### src/rtl/rad_cdc_mcp_back_rx.sv
// Receive side of a toggle-handshake multi-cycle-path CDC: synchronises the request toggle,
// captures the source word once per transition and returns an acknowledge toggle on consumption.
module rad_cdc_mcp_back_rx #(
    parameter int unsigned DW          = 8,
    parameter int unsigned SYNC_STAGES = 2,
    parameter int unsigned CW          = 16
) (
    input  logic          bclk,
    input  logic          brst,
    input  logic [DW-1:0] adata,
    input  logic          a_tgl,
    output logic [DW-1:0] b_data,
    output logic          b_valid,
    input  logic          b_ready,
    output logic          b_ack_tgl,
    output logic          b_err,
    output logic [CW-1:0] b_xfer_cnt
);

    typedef enum logic [0:0] {StWait, StReady} state_e;

    state_e                 state_q, state_d;
    logic [SYNC_STAGES-1:0] sync_q;
    logic                   hist_q;
    logic                   b_en;
    logic [DW-1:0]          data_q, data_d;
    logic                   ack_q, ack_d;
    logic                   err_q, err_d;
    logic [CW-1:0]          cnt_q, cnt_d;

    always_ff @(posedge bclk or posedge brst) begin
        if (brst) begin
            sync_q <= '0;
            hist_q <= 1'b0;
        end else begin
            sync_q <= {sync_q[SYNC_STAGES-2:0], a_tgl};
            hist_q <= sync_q[SYNC_STAGES-1];
        end
    end

    // One pulse per toggle transition seen at the synchroniser output.
    assign b_en = sync_q[SYNC_STAGES-1] ^ hist_q;

    always_comb begin
        state_d = state_q;
        data_d  = data_q;
        ack_d   = ack_q;
        err_d   = err_q;
        cnt_d   = cnt_q;
        unique case (state_q)
            StWait: begin
                if (b_en) begin
                    data_d  = adata;
                    state_d = StReady;
                end
            end
            StReady: begin
                // A new request while the previous word is still held is dropped and flagged.
                if (b_en) err_d = 1'b1;
                if (b_ready) begin
                    state_d = StWait;
                    ack_d   = ~ack_q;
                    cnt_d   = cnt_q + CW'(1);
                end
            end
            default: state_d = StWait;
        endcase
    end

    always_ff @(posedge bclk or posedge brst) begin
        if (brst) begin
            state_q <= StWait;
            data_q  <= '0;
            ack_q   <= 1'b0;
            err_q   <= 1'b0;
            cnt_q   <= '0;
        end else begin
            state_q <= state_d;
            data_q  <= data_d;
            ack_q   <= ack_d;
            err_q   <= err_d;
            cnt_q   <= cnt_d;
        end
    end

    assign b_data     = data_q;
    assign b_valid    = (state_q == StReady);
    assign b_ack_tgl  = ack_q;
    assign b_err      = err_q;
    assign b_xfer_cnt = cnt_q;

endmodule
### config.mk
export PLATFORM = sky130hd
export DESIGN_NAME = rad_cdc_mcp_back_rx
export DESIGN_NICKNAME = d
export VERILOG_FILES = /design/src/rtl/rad_cdc_mcp_back_rx.sv
export SDC_FILE = /design/constraint.sdc
export NUM_CORES = 1
export LEC_CHECK = 0
export CORE_MARGIN = 2
export CORE_UTILIZATION = 35
export CTS_BUF_LIST = sky130_fd_sc_hd__clkbuf_16
export DETAILED_ROUTE_END_ITERATION = 8
export PLACE_DENSITY_LB_ADDON = 0.25
export REMOVE_ABC_BUFFERS = 1
export SLEW_MARGIN = 5
export SYNTH_ARGS = -nofsm -noshare
export SYNTH_HDL_FRONTEND = slang
export SYNTH_SLANG_ARGS = --single-unit
### constraint.sdc
create_clock -name bclk -period 2.5 [get_ports bclk]
set_input_delay 0.5 -clock bclk [delete_from_list [all_inputs] [get_ports bclk]]
set_output_delay 0.5 -clock bclk [all_outputs]
set_load 0.005 [all_outputs]
==> flow_metrics.py, run 1 <==
metrics = {
    "global_route": {
        "grtUsageTotal": 0.1393,
        "grt_pass1_vias": 888,
        "grt-ovfl-total": 0,
        "antenna_found_initial": 0,
        "grt_max_degree": 31,
        "grt_pass1_wl_um": 4098,
    },
    "sta": {
        "fmax_mhz": 515.7,
        "fin_worst_skew_ps": 2.566,
        "tightest_slew_ps": 372.2,
        "setup_viol_count_final": 0,
        "setup_tns_ps": 0,
        "drv_slew": 0,
        "fin_crit_sh": 0.7757,
        "rsz0062_at_grt": "no",
        "setup_ws_ps": 560.7,
        "final-hold-violation-count": 0,
        "min_period_ps": 1939,
        "relSlewSlack": 0.7519,
    },
    "cells_and_area": {
        "final_nets": 149,
        "area.sequential_sq_um": 750.7,
        "multiInputGateArea_sq_um": 430.4,
        "syn_to_final_growth_pct": 46.90,
        "drive_gt1_frac": 0.1387,
        "stdcell_count": 183,
        "antenna_cells": 0,
        "n_fill_cell": 314,
    },
    "routing": {
        "drt-met1-wl_um": 983,
        "highest_layer": "met4",
        "drtIter0Drc": 36,
        "wl_met3_um": 130,
        "dr_wl_met2_um": 1131,
        "routedWlPerCell_um": 12.59,
        "ant_nets": 0,
        "routed_via_density": 4.503,
        "wl_um": 2304,
        "drt-pass1-iter-count": 4,
        "route.detailed.drc": 0,
        "via_count": 824,
    },
    "clocking": {
        "clk_latency_ps": 270,
        "cts.root.buffer_cell": "clkbuf_16",
        "clkTransAtPathRegs_ps": 50,
        "htree_levels": 2,
        "cts_setup_buffers": 0,
        "post_cts_resized": 0,
        "clock-sinks": 30,
        "cts_max_path_buffers": 2,
        "cts_tree": "yes",
        "cts_buffers": 5,
        "postCtsHoldBufs": 0,
    },
    "synthesis": {
        "synth.top_cell.area_share": 0.6198,
        "synth-seq-cells": 30,
        "yosys_most_used_dff": "dfrtp_1",
        "yosysSeqAreaShare": 0.6198,
        "syn_area_per_cell_sq_um": 13.16,
        "synth-edff-count": 0,
        "synth_commonest_cells": "dfrtp_1 (30), xnor2_1 (10), mux2_2 (9)",
        "async_flop_share": 1.000,
        "synth.distinct_cells": 19,
        "ys_top_cells_by_area": "dfrtp_1 (62%), mux2_2 (8.4%), xnor2_1 (7.2%)",
        "syn_area_sq_mm": 0.001211,
        "yosys_warnings": 0,
        "synth_most_common_cell": "dfrtp_1",
        "yosysTopAreaCell": "dfrtp_1",
        "synthCells": 92,
    },
    "setup_path": {
        "critPathMaxStageDelay_ps": 530,
        "arrival_ps": 2130,
        "crit_slowest_cell": "or3_1",
        "path_class": "in -> reg",
        "cp_max_fo": 6,
        "crit_chain": "clkdlybuf4s50_1 > nand2_2 > or3_1 > nor4_2 > xor2_1",
        "cp-start-kind": "primary input",
        "end_kind": "flip-flop",
        "crit_required_ps": 2690,
    },
    "place": {
        "gp_congestion": 0.7287,
        "portBuffers": 38,
        "pre_cts_ws_ps": 249.3,
        "dpl.hpwl_um": 1698,
        "post-place-cells": 175,
    },
    "floorplan": {
        "die_w_um": 62.83,
        "die_h_um": 62.83,
        "dieArea_sq_mm": 0.003947,
        "initial_core_util": 0.3630,
        "placementRows": 21,
        "core_sq_mm": 0.003337,
        "ioPinCount": 39,
    },
    "worst_hold_path": {
        "hp-class": "reg -> reg",
    },
    "pwr": {
        "p_per_area_mw_per_mm2": 926.9,
        "ir_drop_mv": 0.4308,
        "leakage_uw": 0.0007777,
    },
    "flow_run": {
        "max-cap-violations": 0,
    },
    "run_status": {
        "outcome": "completed",
    },
}
[flip-flops by register name (all words and copies together), names as in the netlist]
register    cells
b_xfer_cnt     16
b_valid         1
hist_q          1
b_err           1
sync_q          2
b_data          8
b_ack_tgl       1
[worst max-delay path: cells and delay by family]
| kind | cells | cell delay, ps |
|---|---|---|
| XOR/XNOR | 1 | 180 |
| AND/OR/NAND/NOR | 3 | 950 |
| buffers and inverters | 1 | 500 |
[layout make-up]
class	instances	share of cell area
clock buffer	5	0.07032
sequential	30	0.4219
clock inverter	3	0.007032
inverter	4	0.008439
timing repair buffer	39	0.2180
multi-input combinational	56	0.2419
tap	46	0.03235
[cell families (layout without fill, tap and decap cells)]
kind of cell	after synthesis	in the layout	share of synthesized area
flops	30	30	0.6198
mux	9	9	0.08368
buf+inv	6	51	0.02479
compound gates	1	1	0.006201
simple gates	28	28	0.1322
xor+xnor	17	17	0.1229
fa+ha+maj	1	1	0.01033
[through the flow]
step | utilization | hold slack (ps) | power (uW) | instance area, sq um
6_report | 0.5332 | 363.8 | 1649 | 1779
5_1_grt | 0.5332 | 385.2 | 1749 | 1779
4_1_cts | 0.5332 | 366.8 | 1684 | 1779
3_5_place_dp | 0.4919 | 355.8 | 1123 | 1642
3_3_place_gp | 0.4919 | 340.8 | 1114 | 1642
2_1_floorplan | - | 331.2 | 848.4 | 1196
[cell usage in the layout, fill, tap and decap left out]
cell	n
nand3_1	5
and2b_1	1
a21o_1	1
nor2_1	6
clkdlybuf4s50_1	38
nand2_2	1
or3_1	1
clkinv_1	1
mux2_2	9
dfrtp_1	30
buf_4	1
clkinv_2	1
ha_1	1
nand4_1	4
nor4_4	1
clkbuf_16	5
inv_1	5
xnor2_1	10
xor2_1	7
nor3_1	3
nor4_2	1
nand2_1	5
[metal layers]
layer	track usage	up-vias
li1	-	396
met1	0.1547	401
met2	0.2164	23
met3	0.06306	4
met4	0.08889	0
met5	0	-
[final timing paths]
check	startpoint	end	slack [ps]	cells after the start
setup / recovery	b_ready	b_xfer_cnt[13]	560	5
hold / removal	sync_q[0]	sync_q[1]	360	0
setup reg to reg	b_valid	b_xfer_cnt[13]	850	4
hold reg to reg	sync_q[0]	sync_q[1]	360	0
max in group asynchronous	brst	b_xfer_cnt[13]	1590	3
min in group asynchronous	brst	b_data[7]	620	3
[power by group]
group,switching [uW],internal [uW]
clock,184,357
combinational,123,288
sequential,98.9,597
total,406,1240
Power figures use the tool's default switching activity.
==> run 2: changes to the inputs <==
==> constraint.sdc (replaced) <==
create_clock -name bclk -period 1.6 [get_ports bclk]
set_input_delay 0.32 -clock bclk [delete_from_list [all_inputs] [get_ports bclk]]
set_output_delay 0.32 -clock bclk [all_outputs]
set_load 0.005 [all_outputs]
==> flow_metrics.py, run 2 (same netlist as run 1, synthesis figures left out) <==
metrics = {
    "sta": {
        "relSlewSlack": 0.7460,
        "fmax_mhz": 643.8,
        "final-hold-violation-count": 0,
        "setup_tns_ps": 0,
        "tightest_slew_ps": 381.1,
        "fin_worst_skew_ps": 3.816,
        "fin_crit_sh": 0.9708,
        "setup_viol_count_final": 0,
        "min_period_ps": 1553,
        "setup_ws_ps": 46.72,
        "rsz0062_at_grt": "no",
        "drv_slew": 0,
    },
    "pwr": {
        "clockPowerShare": 0.318,
        "p_int_uw": 2022,
        "swShare": 0.2416,
        "power_frac_seq": 0.390,
        "p_switching_uw": 644.1,
        "p_comb_frac": 0.293,
        "ir_drop_mv": 0.8216,
        "p_per_area_mw_per_mm2": 1421,
        "leakage_uw": 0.0008645,
    },
    "floorplan": {
        "die_h_um": 62.83,
        "placementRows": 21,
        "initial_core_util": 0.3630,
        "die_w_um": 62.83,
        "core_sq_mm": 0.003337,
        "dieArea_sq_mm": 0.003947,
        "ioPinCount": 39,
    },
    "clocking": {
        "cts_tree": "yes",
        "cts_max_path_buffers": 2,
        "clkTransAtPathRegs_ps": 50,
        "cts_buffers": 5,
        "clock-sinks": 30,
        "cts.root.buffer_cell": "clkbuf_16",
        "htree_levels": 2,
        "postCtsHoldBufs": 0,
        "clk_latency_ps": 270,
    },
    "global_route": {
        "antenna_found_initial": 0,
        "grtUsageTotal": 0.1375,
        "grt-ovfl-total": 0,
        "grt_pass1_vias": 878,
        "grt_pass1_wl_um": 4064,
        "grt_max_degree": 31,
    },
    "setup_path": {
        "end_kind": "primary output",
        "cp_max_fo": 4,
        "path_class": "reg -> out",
        "arrival_ps": 1230,
        "crit_required_ps": 1280,
        "cp-start-kind": "flip-flop",
    },
    "routing": {
        "route.detailed.drc": 0,
        "drt-pass1-iter-count": 4,
        "routed_via_density": 4.354,
        "ant_nets": 0,
        "routedWlPerCell_um": 11.51,
        "drtIter0Drc": 26,
        "wl_um": 2210,
        "via_count": 836,
    },
    "cells_and_area": {
        "final_cell_mix": "clkdlybuf4s50_1 (35), dfrtp_1 (28), xnor2_1 (10), buf_4 (10), mux2_2 (9)",
        "final_common_cell": "clkdlybuf4s50_1",
        "final_nets": 158,
        "n_fill_cell": 292,
        "drive_gt1_frac": 0.2192,
        "design_area_sq_mm": 0.001876,
        "syn_to_final_growth_pct": 54.86,
        "fin_util": 0.5621,
        "largest_register_ffs": 16,
        "antenna_cells": 0,
    },
    "flow_run": {
        "max-cap-violations": 0,
    },
    "worst_hold_path": {
        "hp-class": "reg -> reg",
    },
    "run_status": {
        "outcome": "completed",
    },
    "place": {
        "pre_cts_ws_ps": -359.2,
        "gp_congestion": 0.7266,
        "dpl.hpwl_um": 1646,
        "placed_area_sq_mm": 0.001702,
        "portBuffers": 38,
    },
}
-- run 2: critical path, cell delays in order (launching register included) --
cell and delay [ps]:
dfrtp_1 340, buf_4 130, clkdlybuf4s50_1 490
-- run 2: final cells by class --
cell class / instances / area, sq um / area share
repair buffers: 48 / 462.9 / 0.2468
clock inverters: 3 / 12.51 / 0.006671
clock buffers: 5 / 125.1 / 0.06671
well taps: 46 / 57.56 / 0.03069
multi-input cells: 56 / 449.2 / 0.2395
inverters: 4 / 15.01 / 0.008005
flip-flops and latches: 30 / 753.2 / 0.4016
-- run 2: stage by stage --
stage          hold WS (ps)  power (uW)  std cells
6_report              346.3        2666        192
5_1_grt               356.9        2842        192
4_1_cts               349.9        2713        191
3_5_place_dp          338.7        1839        183
3_3_place_gp          338.1        1831        183
2_1_floorplan         331.2        1326         90
-- run 2: layer usage --
metal	up-vias	track usage	share of wire
li1	412	-	-
met1	402	0.1653	0.47
met2	22	0.2043	0.48
met3	0	0.05766	0.053
met4	0	0.08333	0
met5	-	0	0
-- run 2: worst paths after layout --
path                                from             end  slack [ps]  cells past startpoint
min in group asynchronous           brst       b_data[1]         440                      3
max reg2reg                b_xfer_cnt[4]  b_xfer_cnt[13]         160                      4
min reg2reg                    sync_q[0]       sync_q[1]         350                      0
max                        b_xfer_cnt[0]   b_xfer_cnt[0]          50                      2
max in group asynchronous           brst   b_xfer_cnt[5]         850                      3
min                            sync_q[0]       sync_q[1]         350                      0
-- run 2: power by group through the flow --
stage | Clock [uW] | Sequential (uW) | Combinational [uW]
after floorplan | 0 | 1100 | 230
after global placement | 0 | 1040 | 787
after detailed placement | 0 | 1050 | 789
after CTS | 875 | 1040 | 798
after global routing | 925 | 1060 | 857
final | 847 | 1040 | 781
-- run 2: timing repair --
action                     in CTS  in global routing
buffers inserted                0                  1
pin swaps                       0                  3
setup endpoints to repair       4                  9
resized for setup               1                  7
